$ cat src/rtl/riscv_pkg.sv
// riscv_pkg: shared fetch-stage types and default sizing for the instruction fetch unit.
package riscv_pkg;
  localparam int FETCH_XLEN = 32;
  localparam int FETCH_DEPTH = 4;
  localparam int FETCH_MAX_OUTSTANDING = 2;
  localparam logic [FETCH_XLEN-1:0] RESET_PC_DEFAULT = 32'h0000_0000;
  typedef struct packed {
    logic [FETCH_XLEN-1:0] pc;
    logic [31:0]           instr;
    logic                  fault;
  } fetch_entry_t;
endpackage

$ cat src/rtl/fetch_fifo.sv
// fetch_fifo: synchronous FIFO of fetch entries; flush empties it and overrides push/pop.
module fetch_fifo
  import riscv_pkg::*;
#(
  parameter int DEPTH = FETCH_DEPTH
) (
  input  logic                     clk,
  input  logic                     rst,
  input  logic                     push,
  input  logic                     pop,
  input  logic                     flush,
  input  fetch_entry_t             din,
  output fetch_entry_t             head,
  output logic [$clog2(DEPTH):0]   count
);
  localparam int AW = $clog2(DEPTH);
  fetch_entry_t mem [DEPTH];
  logic [AW-1:0] wr, rd;
  always_ff @(posedge clk or posedge rst) begin
    if (rst) begin
      wr <= '0;
      rd <= '0;
      count <= '0;
    end else if (flush) begin
      wr <= '0;
      rd <= '0;
      count <= '0;
    end else begin
      if (push) wr <= wr + 1'b1;
      if (pop) rd <= rd + 1'b1;
      count <= count + (AW+1)'(push) - (AW+1)'(pop);
    end
  end
  always_ff @(posedge clk) begin
    if (push && !flush) mem[wr] <= din;
  end
  // empty head reads as zero so the outputs rest at their reset values
  assign head = (count != '0) ? mem[rd] : '0;
endmodule

$ cat src/rtl/instr_fetch_unit.sv
// instr_fetch_unit: credit-limited sequential instruction fetch with redirect flush
// and drop accounting for responses that were in flight at the redirect.
module instr_fetch_unit
  import riscv_pkg::*;
#(
  parameter int                XLEN            = FETCH_XLEN,
  parameter int                DEPTH           = FETCH_DEPTH,
  parameter int                MAX_OUTSTANDING = FETCH_MAX_OUTSTANDING,
  parameter logic [XLEN-1:0]   RESET_PC        = RESET_PC_DEFAULT
) (
  input  logic            clk,
  input  logic            rst,
  input  logic            redirect_valid,
  input  logic [XLEN-1:0] redirect_pc,
  output logic            imem_req_valid,
  input  logic            imem_req_ready,
  output logic [XLEN-1:0] imem_req_addr,
  input  logic            imem_rsp_valid,
  input  logic [31:0]     imem_rsp_data,
  input  logic            imem_rsp_err,
  output logic            out_valid,
  input  logic            out_ready,
  output logic [XLEN-1:0] out_pc,
  output logic [31:0]     out_instr,
  output logic            out_fault
);
  localparam int CW = $clog2(MAX_OUTSTANDING + 1);
  localparam int FW = $clog2(DEPTH) + 1;
  logic [XLEN-1:0] fetch_pc, rsp_pc, redir_pc;
  logic [CW-1:0]   outstanding, drop_cnt, outstanding_next;
  logic [FW-1:0]   fifo_count;
  logic            req_fire, push, pop, unused_bits;
  fetch_entry_t    head, din;
  assign redir_pc = {redirect_pc[XLEN-1:2], 2'b00};
  assign unused_bits = ^redirect_pc[1:0];
  // every in-flight request holds a buffer slot, so the FIFO can never overflow
  assign imem_req_valid = !rst && !redirect_valid
                        && 32'(outstanding) < 32'(MAX_OUTSTANDING)
                        && 32'(outstanding) + 32'(fifo_count) < 32'(DEPTH);
  assign imem_req_addr = fetch_pc;
  assign req_fire = imem_req_valid && imem_req_ready;
  assign pop = out_valid && out_ready;
  assign push = imem_rsp_valid && drop_cnt == '0 && !redirect_valid;
  assign outstanding_next = outstanding + CW'(req_fire) - CW'(imem_rsp_valid);
  assign din = '{pc: rsp_pc, instr: imem_rsp_data, fault: imem_rsp_err};
  always_ff @(posedge clk or posedge rst) begin
    if (rst) begin
      fetch_pc <= RESET_PC;
      rsp_pc <= RESET_PC;
      outstanding <= '0;
      drop_cnt <= '0;
    end else begin
      outstanding <= outstanding_next;
      if (redirect_valid) begin
        fetch_pc <= redir_pc;
        rsp_pc <= redir_pc;
        drop_cnt <= outstanding_next;
      end else begin
        if (req_fire) fetch_pc <= fetch_pc + XLEN'(4);
        if (imem_rsp_valid && drop_cnt != '0) drop_cnt <= drop_cnt - 1'b1;
        if (push) rsp_pc <= rsp_pc + XLEN'(4);
      end
    end
  end
  fetch_fifo #(.DEPTH(DEPTH)) u_fifo (
    .clk  (clk),
    .rst  (rst),
    .push (push),
    .pop  (pop),
    .flush(redirect_valid),
    .din  (din),
    .head (head),
    .count(fifo_count)
  );
  assign out_valid = fifo_count != '0;
  assign out_pc = head.pc;
  assign out_instr = head.instr;
  assign out_fault = head.fault;
endmodule

$ cat config.mk
export PLATFORM = sky130hd
export DESIGN_NAME = instr_fetch_unit
export DESIGN_NICKNAME = d
export VERILOG_FILES = /design/src/rtl/riscv_pkg.sv /design/src/rtl/fetch_fifo.sv /design/src/rtl/instr_fetch_unit.sv
export SDC_FILE = /design/constraint.sdc
export NUM_CORES = 1
export LEC_CHECK = 0
export BUFFER_PORTS_ARGS = -buffer_cell sky130_fd_sc_hd__buf_2
export CAP_MARGIN = 20
export CORE_MARGIN = 3
export CORE_UTILIZATION = 23
export DETAILED_ROUTE_END_ITERATION = 8
export SETUP_SLACK_MARGIN = 0.4
export SLEW_MARGIN = 20
export SYNTH_ARGS = -nofsm -noshare
export SYNTH_HDL_FRONTEND = slang
export SYNTH_SLANG_ARGS = --single-unit
$ cat constraint.sdc
create_clock -name clk -period 4.8 [get_ports clk]
set_clock_uncertainty 0.1 [all_clocks]
set_input_delay 0.72 -clock clk [delete_from_list [all_inputs] [get_ports clk]]
set_output_delay 0.72 -clock clk [all_outputs]
set_load 0.005 [all_outputs]
==> results of run 1 <==
## worst max-delay path, cell delays in order (launching register included)
cell and delay (ns):
sky130_fd_sc_hd__dfrtp_4 0.91, sky130_fd_sc_hd__buf_4 0.41, sky130_fd_sc_hd__mux4_2 0.57, sky130_fd_sc_hd__and2_1 0.17, sky130_fd_sc_hd__buf_2 0.14
## area by class of cell
cell class	count	area, sq um	area share (%)
Clock buffer	48	1020	6.125
Clock inverter	20	311.5	1.871
Tap cell	765	957.2	5.749
Timing Repair Buffer	183	989.7	5.945
Antenna cell	2	5.005	0.03006
Multi-Input combinational cell	464	3946	23.70
Inverter	18	67.56	0.4058
Sequential cell	323	9351	56.17
## cell families after synthesis
logic type / Yosys count / share of synthesized area (%)
flops: 323 / 69.14
simple gates: 248 / 10.09
compound gates: 93 / 4.185
mux: 68 / 10.90
buf+inv: 62 / 1.944
xor+xnor: 38 / 2.463
fa+ha+maj: 13 / 1.259
other cells: 1 / 0.02775
## sequential cells by signal, indices dropped and copies added, names as in the netlist
signal         flops
u_fifo.mem       252
imem_req_addr     30
rsp_pc            30
u_fifo.count       3
drop_cnt           2
outstanding        2
u_fifo.rd          2
u_fifo.wr          2
## routing by layer
metal,GRT usage (%),vias up
met3,2.479,58
met5,0,-
li1,-,3621
met1,14.99,4050
met4,3.969,2
met2,17.53,210
## cells in the mapped netlist, drive strengths merged (2+ instances only)
cell type,count
o211ai,16
nand3b,2
and2,72
nand2,59
o311ai,7
xnor2,12
mux4,63
or4,3
a41oi,2
nor2,25
mux2i,2
a21oi,9
a31oi,6
and4,9
mux2,3
inv,18
o31a,2
dfrtp,71
nand3,37
buf,23
and3,5
nand4,15
nor2b,2
clkbuf,21
o21ai,48
or3,6
nor3,3
xor2,26
nor4,6
edfxtp,252
ha,12
## where the power goes
part / internal [mW] / switching [mW]
registers: 3.23 / 0.248
logic: 0.849 / 0.828
clock network: 1.89 / 1.16
## cell usage in the layout (no fill, tap or decap), types with 26 or more instances in the layout
cell type                     n
sky130_fd_sc_hd__xor2_1      26
sky130_fd_sc_hd__and2_1      67
sky130_fd_sc_hd__clkbuf_16   39
sky130_fd_sc_hd__nand3_1     35
sky130_fd_sc_hd__o21ai_0     48
sky130_fd_sc_hd__edfxtp_1   252
sky130_fd_sc_hd__dfrtp_1     69
sky130_fd_sc_hd__nand2_1     59
sky130_fd_sc_hd__mux4_2      63
sky130_fd_sc_hd__buf_2      163
## worst max-delay path by stage
stage,from,to,cells after the start
CTS,u_fifo.rd[0]$_DFFE_PP0P_,out_instr[22],4
finish,u_fifo.rd[0]$_DFFE_PP0P_,out_instr[1],4
detailed placement,redirect_valid,drop_cnt[1]$_DFFE_PP0P_,14
floorplan,redirect_valid,u_fifo.mem[0][0]$_DFFE_PP_,3
global route,u_fifo.rd[0]$_DFFE_PP0P_,out_instr[1],4
global placement,redirect_valid,drop_cnt[1]$_DFFE_PP0P_,14
## through the flow
step                cells  hold WS [ns]  power (mW)  instance area (sq um)
global route         1821        0.2662       8.646                  16640
floorplan             849        0.3842       4.499                  13530
detailed placement   1752        0.4451       5.284                  15280
global placement     1751        0.4420       5.253                  15260
CTS                  1820        0.2204       8.375                  16610
finish               1823        0.2184       8.207                  16650
==> reports/qor.csv, run 1 <==
stage,metric,value,unit
placement,gp_routability_congestion,0.7854,
clocking,cts_tree,yes,
detailed_routing,drt-vias-per-instance,4.356,
timing,final.period_utilization,74.61,%
layout,final_layout_size_suffix_gt1_share,30.59,%
setup_path,critical_path_class,register to output pin,
detailed_routing,drt_pass1_iterations,5,
timing,worst_slew_margin_rel,33.68,%
run,maxCapViolations,0,
timing,finalHoldViolCount,0,
clocking,post_cts_buffers,0,
die,starting_utilization_of_the_core_area,23.34,%
synth,synth-seq-area-share,69.14,%
grt,grt_pass1_vias,8328,
power_and_ir_drop,power_per_cell_area,493.0,mW/mm^2
clocking,cts-root-buf,sky130_fd_sc_hd__clkbuf_16,
clocking,htree_levels,2,
setup_path,critical_path.reg2reg.startpoint,u_fifo.count[1]$_DFF_PP0_,
clocking,cts.clk_slew.worst_paths,0.06,ns
timing,fin_setup_tns,0,ns
detailed_routing,route.met3.wl,1733,microns
placement,dp_hpwl,22270,microns
detailed_routing,route.detailed.wl_per_inst,18.82,microns
setup_path,worst_ep_required_time,3.98,ns
timing,timing.final.max_slew_violations,0,
timing,worst_slew_pin_slew,0.9809,ns
synth,synthArstFlopShare,21.98,%
synth,synth_top_cells_by_area,"sky130_fd_sc_hd__edfxtp_1 (56%), sky130_fd_sc_hd__dfrtp_1 (13%), sky130_fd_sc_hd__mux4_2 (10%), sky130_fd_sc_hd__and2_1 (3.3%), sky130_fd_sc_hd__o21ai_0 (1.8%)",
detailed_routing,detailroute.wirelength.met2,16110,microns
synth,postSynthCellCount,846,
detailed_routing,drc_errors,0,
synth,synth_edf_count,252,
setup_path,timing.critical_path.fanout_max,32,
die,placeableCoreArea,0.05792,sq mm
timing,finalSetupViolations,0,
grt,globalRouteOverflowTotal,0,
worst_hold_path,min_path_type,input port to asynchronous set/reset pin,
power_and_ir_drop,power.leakage,5.873,nW
power_and_ir_drop,worst_ir_drop_vdd,0.0002354,V
die,die_h,248.4,microns
synth,yosysTopAreaCell,sky130_fd_sc_hd__edfxtp_1,
detailed_routing,ant_nets,0,
setup_path,crit_path_start_kind,register,
die,io_pins,170,
die,fp-row-count,88,
detailed_routing,route.top_layer_used,met5,
detailed_routing,first_iter_violations,557,
grt,grt_antenna_before_repair,1,
clocking,num_clock_sinks,323,
detailed_routing,via_count,7941,
clocking,cts_inserted_buffers,38,
clocking,hold_buffers,0,
placement,port_buf_inserts,163,
grt,grt_pass1_wl,52360,microns
layout,finalCoreUtilization,28.75,%
synth,synth.lib_cells_used.distinct,50,
die,die_area,0.06171,sq mm
setup_path,worst_r2r_endpoint,drop_cnt[1]$_DFFE_PP0P_,
setup_path,wp_data_arrival,2.76,ns
setup_path,worstSetupEndpointType,output pin,
synth,ys_dominant_reg_cell,sky130_fd_sc_hd__edfxtp_1,
run_status,status,finished clean,
clocking,clock_tree.buffer_depth,3,
synth,synth.ff_latch_count,323,
timing,max_freq,279.2,MHz
grt,grt_use_total,11.09,%
synth,synth_top_cell_area_share,55.99,%
layout,synthToLayoutAreaGrowth,23.18,%
grt,grt_start_max_net_pins,65,
setup_path,worstRegToRegCells,13,
timing,minimum_clock_period_after_layout,3.581,ns
layout,nFillCells,5864,
detailed_routing,wirelength,34310,microns
layout,finalNetCount,1112,
timing,crit_path_setup_slack_layout,1.219,ns
clocking,clock_insertion_delay_worst_skew,0.55,ns
setup_path,ff_to_ff_setup_slack,1.90,ns
die,die_w,248.4,microns
placement,dpl_worst_slack,1.513,ns
synth,mappedNetlistArea,0.01352,sq mm
clocking,post_cts_resized,0,
timing,grt_setup_unrepaired,no,
synth,ys.warnings.count,0,
detailed_routing,drt-met1-wl,15560,microns
synth,synth.avg_cell_area,15.98,sq um
Note: power is estimated with default switching activity, not from simulation.
==> inputs of run 2 (changes only) <==
clock period = 3.4 ns   (was 4.8 ns; I/O delays follow)
==> run 2 against run 1 <==
Against the previous run:
- clock power rose by 29%
- register-to-register slack got worse by 1.1 ns
- count of clock-buffer cells in the layout fell by 2
- die area did not move
- critical path depth did not move
- core utilization rose by 0.14 points
- worst setup slack got worse by 0.67 ns
- sequential share of layout area fell by 0.27 points
- global-route usage barely moved
- non-clock buffer count rose by 13
- cell area rose by 0.48%
==> reports/qor.csv, run 2 (synthesis results as in run 1) <==
stage,metric,value,unit,change
power_and_ir_drop,power_per_cell_area,678.2,mW/mm^2,+38%
setup_path,critical_path.top_delay_family,simple AND/OR/NAND/NOR gates,,
timing,finalHoldViolCount,0,,unchanged
layout,largest_register_ffs,252,,unchanged
setup_path,worst_ep_required_time,2.79,ns,-1.19 ns
power_and_ir_drop,power.leakage,5.916,nW,+0.73%
layout,largest_register,u_fifo.mem,,
power_and_ir_drop,worst_ir_drop_vdd,0.0003089,V,+31%
placement,gp_routability_congestion,0.8002,,+1.9%
setup_path,worstRegToRegCells,10,,-3
layout,commonest_cells_after_routing_fill_and_taps_aside,"sky130_fd_sc_hd__edfxtp_1 (252), sky130_fd_sc_hd__buf_2 (163), sky130_fd_sc_hd__dfrtp_1 (69), sky130_fd_sc_hd__and2_1 (67), sky130_fd_sc_hd__mux4_2 (63)",,
die,starting_utilization_of_the_core_area,23.34,%,unchanged
detailed_routing,via_count,8036,,+1.2%
timing,worst_slew_margin_rel,40.94,%,+7.3 points
setup_path,crit_path_start_kind,register,,
setup_path,ff_to_ff_setup_slack,0.80,ns,-1.10 ns
clocking,clock_tree.buffer_depth,3,,unchanged
timing,fin_setup_tns,0,ns,unchanged
grt,grt_start_max_net_pins,65,,unchanged
timing,grt_setup_unrepaired,no,,
clocking,num_clock_sinks,323,,unchanged
detailed_routing,first_iter_violations,527,,-5.4%
power_and_ir_drop,swShare,27.70,%,+0.50 points
run_status,status,finished clean,,
layout,finalNetCount,1125,,+1.2%
die,die_w,248.4,microns,unchanged
setup_path,critical_path.reg2reg.startpoint,u_fifo.count[1]$_DFF_PP0_,,
timing,worst_slew_pin_slew,0.8847,ns,-0.09625 ns
timing,crit_path_setup_slack_layout,0.5481,ns,-0.6705 ns
timing,final.period_utilization,83.88,%,
power_and_ir_drop,comb_power_share,22.8,%,+2.4 points
die,die_area,0.06171,sq mm,unchanged
run,maxCapViolations,0,,unchanged
power_and_ir_drop,net-switching-power,3.142,mW,+41%
grt,grt_use_total,11.11,%,+0.019 points
die,io_pins,170,,unchanged
setup_path,critical_path_class,register to output pin,,
grt,grt_antenna_before_repair,2,,+1
die,die_h,248.4,microns,unchanged
placement,port_buf_inserts,163,,unchanged
detailed_routing,ant_nets,0,,unchanged
grt,grt_pass1_wl,52730,microns,+0.70%
layout,postLayoutCellArea,0.01673,sq mm,+0.48%
clocking,htree_levels,2,,unchanged
placement,dpl_worst_slack,0.6264,ns,-0.8863 ns
detailed_routing,wirelength,34360,microns,+0.14%
setup_path,worst_r2r_endpoint,u_fifo.count[2]$_DFF_PP0_,,
detailed_routing,drt-vias-per-instance,4.375,,+0.43%
clocking,hold_buffers,0,,unchanged
setup_path,worstSetupEndpointType,output pin,,
setup_path,wp_data_arrival,2.24,ns,-0.52 ns
setup_path,timing.critical_path.fanout_max,64,,+100%
layout,multi_input_comb_area,0.003934,sq mm,-0.32%
grt,grt_pass1_vias,8413,,+1.0%
setup_path,largest_stage_delay_on_the_critical_path,0.48,ns,-0.43 ns
placement,dp_hpwl,22750,microns,+2.2%
layout,nFillCells,5899,,+0.60%
detailed_routing,drc_errors,0,,unchanged
clocking,cts.clk_slew.worst_paths,0.05,ns,about the same
power_and_ir_drop,power.internal,8.203,mW,+37%
worst_hold_path,min_path_type,input port to asynchronous set/reset pin,,
grt,globalRouteOverflowTotal,0,,unchanged
timing,timing.final.max_slew_violations,0,,unchanged
detailed_routing,drt_pass1_iterations,5,,unchanged
layout,synthToLayoutAreaGrowth,23.77,%,
layout,layout_commonest_cell,sky130_fd_sc_hd__edfxtp_1,,
clocking,cts_tree,yes,,
setup_path,crit_path_top_delay_cell,sky130_fd_sc_hd__or3_2,,
power_and_ir_drop,total_power,11.35,mW,+38%
layout,finalCoreUtilization,28.88,%,+0.14 points
layout,final_layout_size_suffix_gt1_share,31.03,%,+0.44 points
placement,place_area,0.01546,sq mm,+1.2%
clocking,clock_insertion_delay_worst_skew,0.53,ns,-0.02 ns
power_and_ir_drop,seq_pwr_share,42.4,%,about the same
clocking,cts-root-buf,sky130_fd_sc_hd__clkbuf_16,,
clocking,cts_inserted_buffers,38,,unchanged
die,fp-row-count,88,,unchanged
power_and_ir_drop,clock_power_share,34.8,%,-2.4 points
die,placeableCoreArea,0.05792,sq mm,unchanged
timing,finalSetupViolations,0,,unchanged
timing,max_freq,350.6,MHz,
setup_path,critical_path.cell_chain,"or3_2, buf_4, and2_1, buf_2",,
detailed_routing,route.detailed.wl_per_inst,18.70,microns,-0.62%
setup_path,critical_path.n_buffers_inverters,2,,unchanged
layout,sequential_cell_area,0.009351,sq mm,unchanged
timing,minimum_clock_period_after_layout,2.852,ns,
-- run 2: worst max-delay path by stage --
stage | endpoint | from | slack [ns] | cells after the start
4_1_cts | out_pc[28] | u_fifo.count[1]$_DFF_PP0_ | 0.47 | 4
6_report | out_pc[28] | u_fifo.count[1]$_DFF_PP0_ | 0.55 | 4
5_1_grt | out_pc[28] | u_fifo.count[1]$_DFF_PP0_ | 0.42 | 4
2_1_floorplan | drop_cnt[1]$_DFFE_PP0P_ | u_fifo.count[1]$_DFF_PP0_ | 0.79 | 13
3_3_place_gp | imem_req_addr[19]$_DFFE_PP0P_ | redirect_valid | 0.67 | 7
3_5_place_dp | imem_req_addr[13]$_DFFE_PP0P_ | redirect_valid | 0.63 | 7
-- run 2: power by group through the flow --
stage / Sequential, mW / Clock [mW] / Combinational, mW
2_1_floorplan: 4.79 / 0 / 1.56
3_3_place_gp: 4.93 / 0 / 2.53
3_5_place_dp: 4.95 / 0 / 2.55
4_1_cts: 4.82 / 4.09 / 2.68
5_1_grt: 4.85 / 4.24 / 2.88
6_report: 4.82 / 3.94 / 2.59
-- run 2: timing repair --
item                                    4_1_cts  5_1_grt
setup buffers                                 5        0
endpoints found under the setup margin       44        0
gates resized for setup                       0        0
-- run 2: metal layers --
layer	wire, microns	vias up	global-route usage, %
met3	1995	40	2.489
met2	16370	225	18.00
met4	658	0	3.235
li1	-	3651	-
met1	15330	4120	14.93
met5	0	-	0
-- run 2: through the flow --
step / hold slack [ns] / std cells
2_1_floorplan: 0.3842 / 849
3_3_place_gp: 0.4223 / 1761
3_5_place_dp: 0.4308 / 1761
4_1_cts: 0.03830 / 1835
5_1_grt: 0.05671 / 1835
6_report: 0.08527 / 1837
-- run 2: layout make-up --
cell class | count | area share (%)
Timing Repair Buffer | 196 | 7.225
Sequential cell | 323 | 55.90
Multi-Input combinational cell | 464 | 23.52
Tap cell | 765 | 5.722
Clock buffer | 46 | 5.991
Inverter | 18 | 0.4039
Clock inverter | 23 | 1.212
Antenna cell | 2 | 0.02992
-- run 2: worst register-to-register path, delay by kind of cell (launching register included) --
family,cells,cell delay (ns)
adders and majority gates,3,0.80
DFF,1,0.44
buffers and inverters,2,0.11
and+or+nand+nor,3,0.74
xor gates and xnor gates,2,0.32
==> inputs of run 3 (changes only) <==
ABC_AREA = 1   (was unset)
clock period = 2.5 ns   (was 3.4 ns; I/O delays follow)
==> run 3 against run 2 <==
Against the previous run:
- first-iteration DRC count rose by 61%
- count of clock-buffer cells in the layout did not move
- the run now ends with setup timing left
- synthesized area rose by 7.3%
- synthesized cell count rose by 73%
- hold slack got worse by 0.046 ns
- largest power group unchanged
- total power rose by 65%
- non-clock buffer count rose by 96
- routed wire length rose by 34%
- core utilization rose by 3.5 points
- global-route usage rose by 2.0 points
- critical path depth rose by 3
==> reports/qor.csv, run 3 <==
stage,metric,value,unit,change
run_status,status,"complete, but fails checks",,
run_status,failed_checks,setup timing,,
detailed_routing,drt_pass1_iterations,5,,unchanged
synth,synth.top_cells.by_count,"sky130_fd_sc_hd__nor2_1 (325), sky130_fd_sc_hd__edfxtp_1 (252), sky130_fd_sc_hd__nand2_1 (249)",,
synth,synthXorXnorAreaFrac,1.329,%,-1.1 points
synth,synth_simple_gate_area_share,19.99,%,+9.9 points
detailed_routing,wirelength,46130,microns,+34%
detailed_routing,first_iter_violations,847,,+61%
placement,post-place-cells,2436,,+38%
power_and_ir_drop,worst_ir_drop_vdd,0.0005436,V,+76%
layout,largest_register,u_fifo.mem,,
detailed_routing,via_count,11450,,+43%
setup_path,timing.critical_path.fanout_max,7,,-89%
setup_path,largest_stage_delay_on_the_critical_path,0.52,ns,+0.04 ns
timing,worst_slew_pin_slew,0.9810,ns,+0.09630 ns
synth,yosysTopAreaCell,sky130_fd_sc_hd__edfxtp_1,,
grt,grt_use_total,13.14,%,+2.0 points
synth,postSynthCellCount,1466,,+73%
setup_path,ff_to_ff_setup_slack,0.23,ns,-0.57 ns
synth,synth.lib_cells_used.distinct,39,,-22%
setup_path,critical_path.cell_chain,"buf_6, clkinv_8, buf_16, buf_6, o21ai_1, a21oi_2, buf_2",,
clocking,num_clock_sinks,323,,unchanged
layout,finalNetCount,1820,,+62%
power_and_ir_drop,total_power,18.72,mW,+65%
layout,final_layout_size_suffix_gt1_share,27.34,%,-3.7 points
die,placeableCoreArea,0.06205,sq mm,+7.1%
worst_hold_path,min_path_type,input port to register,,
grt,global_route.usage.met1,17.05,%,+2.1 points
synth,synth_top_cells_by_area,"sky130_fd_sc_hd__edfxtp_1 (52%), sky130_fd_sc_hd__dfrtp_1 (12%), sky130_fd_sc_hd__nor2_1 (8.4%), sky130_fd_sc_hd__nand2_1 (6.4%), sky130_fd_sc_hd__o21ai_0 (5.1%)",,
synth,mappedNetlistArea,0.01450,sq mm,+7.3%
synth,synth-seq-area-share,64.46,%,-4.7 points
layout,postLayoutCellArea,0.02007,sq mm,+20%
clocking,cts.clk_slew.worst_paths,0.06,ns,about the same
synth,ys.warnings.count,0,,unchanged
placement,port_buf_inserts,163,,unchanged
synth,synth-compound-area-share,8.510,%,+4.3 points
synth,ys_dominant_reg_cell,sky130_fd_sc_hd__edfxtp_1,,
setup_path,worstSetupEndpointType,output pin,,
synth,synth_top_cell_area_share,52.20,%,-3.8 points
timing,crit_path_setup_slack_layout,-0.005579,ns,-0.5536 ns
clocking,cts_inserted_buffers,38,,unchanged
layout,final_cells,2600,,+42%
timing,worst_slew_margin_rel,34.60,%,-6.3 points
clocking,clock_tree.buffer_depth,3,,unchanged
grt,grt_use_met3,2.923,%,+0.43 points
layout,finalCoreUtilization,32.35,%,+3.5 points
die,fp-row-count,91,,+3.4%
setup_path,wp_data_arrival,2.03,ns,-0.21 ns
die,die_w,257.1,microns,+3.5%
timing,timing.final.max_slew_violations,0,,unchanged
layout,antenna-diode-count,0,,-2
synth,yosys.area_share.adder,1.174,%,-0.085 points
clocking,cts_tree,yes,,
placement,dp_hpwl,27120,microns,+19%
timing,minimum_clock_period_after_layout,2.506,ns,
detailed_routing,drc_errors,0,,unchanged
detailed_routing,route.detailed.wl_per_inst,17.74,microns,-5.1%
synth,yosys-mux-area-fraction,0,%,-11 points
synth,synth.ff_latch_count,323,,unchanged
clocking,cts-root-buf,sky130_fd_sc_hd__clkbuf_16,,
detailed_routing,drt-vias-per-instance,4.405,,+0.71%
setup_path,crit_path_frequent_cell,sky130_fd_sc_hd__buf_6,,
setup_path,critical_path_class,register to output pin,,
grt,grt_pass1_wl,67190,microns,+27%
grt,grt_antenna_before_repair,1,,-1
synth,synth.avg_cell_area,9.888,sq um,-38%
die,die_h,257.1,microns,+3.5%
grt,grt_pass1_vias,11210,,+33%
timing,finalSetupViolations,2,,+2
layout,synthToLayoutAreaGrowth,38.47,%,
die,io_pins,170,,unchanged
timing,final.period_utilization,100.2,%,
die,die_area,0.06608,sq mm,+7.1%
run,maxCapViolations,0,,unchanged
setup_path,crit_path_top_delay_cell,sky130_fd_sc_hd__dfrtp_4,,
clocking,clock_insertion_delay_worst_skew,0.56,ns,+0.03 ns
layout,layout_commonest_cell,sky130_fd_sc_hd__nor2_1,,
grt,gr-max-usage-layer,met2,,
synth,synth_top_family_by_area,simple AND/OR/NAND/NOR gates,,
placement,gp_routability_congestion,0.8213,,+2.6%
placement,place_area,0.01665,sq mm,+7.7%
synth,synthArstFlopShare,21.98,%,unchanged
synth,synth_edf_count,252,,unchanged
synth,synth.most_common_cell,sky130_fd_sc_hd__nor2_1,,
layout,largest_register_ffs,252,,unchanged
grt,globalRouteOverflowTotal,0,,unchanged
timing,max_freq,399.1,MHz,
die,starting_utilization_of_the_core_area,23.36,%,+0.025 points
setup_path,worst_ep_required_time,2.03,ns,-0.76 ns
setup_path,crit_path_start_kind,register,,
power_and_ir_drop,power.leakage,7.688,nW,+30%
timing,grt_setup_unrepaired,yes,,
clocking,htree_levels,2,,unchanged
layout,commonest_cells_after_routing_fill_and_taps_aside,"sky130_fd_sc_hd__nor2_1 (256), sky130_fd_sc_hd__edfxtp_1 (252), sky130_fd_sc_hd__nand2_1 (239), sky130_fd_sc_hd__buf_2 (152), sky130_fd_sc_hd__inv_1 (80)",,
detailed_routing,ant_nets,0,,unchanged
grt,grt_start_max_net_pins,72,,+11%
grt,groute.layer.met2.usage,21.98,%,+4.0 points
timing,finalHoldViolCount,0,,unchanged
power_and_ir_drop,power_per_cell_area,932.8,mW/mm^2,+38%
## run 3: cell types whose count changed in the layout (fill, tap and decap cells not counted), moves of 41 or more
cell	previous run	this run
sky130_fd_sc_hd__o21ai_1	0	76
sky130_fd_sc_hd__and2_1	67	1
sky130_fd_sc_hd__nor2_1	23	256
sky130_fd_sc_hd__dlygate4sd3_1	0	42
sky130_fd_sc_hd__nand2_1	59	239
sky130_fd_sc_hd__a21oi_1	9	59
sky130_fd_sc_hd__mux4_2	63	0
sky130_fd_sc_hd__inv_1	17	80
sky130_fd_sc_hd__nand3_1	35	76
## run 3: what timing repair did
action / 4_1_cts / 5_1_grt
hold endpoints to repair: 147 / 0
resized for setup: 191 / 124
pin swaps: 63 / 49
hold buffers: 42 / 0
buffers inserted: 19 / 9
setup endpoints to repair: 97 / 115
cloned: 16 / 11
## run 3: final cells by class
class	count	area, sq um
inverters	94	392.9
well taps	837	1047
fillers	6207	41980
multi-input cells	987	5234
flip-flops and latches	323	9355
clock inverters	21	260.3
repair buffers	292	2781
clock buffers	46	1002
## run 3: power by group
| group | internal [mW] | switching (mW) | total [mW] |
|---|---|---|---|
| combinational | 2.87 | 3.61 | 6.48 |
| sequential | 6.22 | 0.445 | 6.66 |
| clock | 3.39 | 2.19 | 5.58 |
| total | 12.5 | 6.25 | 18.7 |
## run 3: logic make-up after synthesis
| kind of cell | Yosys count |
|---|---|
| AOI/OAI and AO/OA | 239 |
| xor gates and xnor gates | 22 |
| adders and majority gates | 13 |
| buffers and inverters | 160 |
| DFF | 323 |
| other | 1 |
| and+or+nand+nor | 708 |
## run 3: path summary, 6_finish.rpt
path | from | end | cells after the start
max | u_fifo.rd[0]$_DFFE_PP0P_ | out_instr[29] | 7
min | redirect_pc[2] | rsp_pc[2]$_DFFE_PP0N_ | 3
max reg2reg | u_fifo.count[1]$_DFF_PP0_ | drop_cnt[1]$_DFFE_PP0P_ | 13
min reg2reg | imem_req_addr[3]$_DFFE_PP0P_ | imem_req_addr[3]$_DFFE_PP0P_ | 2
max in group asynchronous | rst | u_fifo.rd[0]$_DFFE_PP0P_ | 3
min in group asynchronous | rst | imem_req_addr[22]$_DFFE_PP0P_ | 3
## run 3: stage by stage
step                      setup TNS, ns  setup slack (ns)  hold slack (ns)
final                         -0.008052         -0.005579          0.03896
after global routing             -2.647          -0.07983          0.02951
after CTS                       -0.1994          -0.02459         0.003599
after detailed placement              0            0.1656           0.4285
after global placement                0            0.1481           0.4321
after floorplan                 -0.8325           -0.3665           0.3739
## run 3: critical path, delay by kind of cell, from the launching register on
kind                   cells  cell delay [ns]
buffers and inverters      5             0.69
DFF                        1             0.52
AOI/OAI and AO/OA          2             0.27
## run 3: routing by layer
metal	vias to the layer above	part of all wire [%]
met4	2	2.2
met2	321	48
li1	5508	-
met5	-	0.015
met1	5561	44
met3	62	6.5
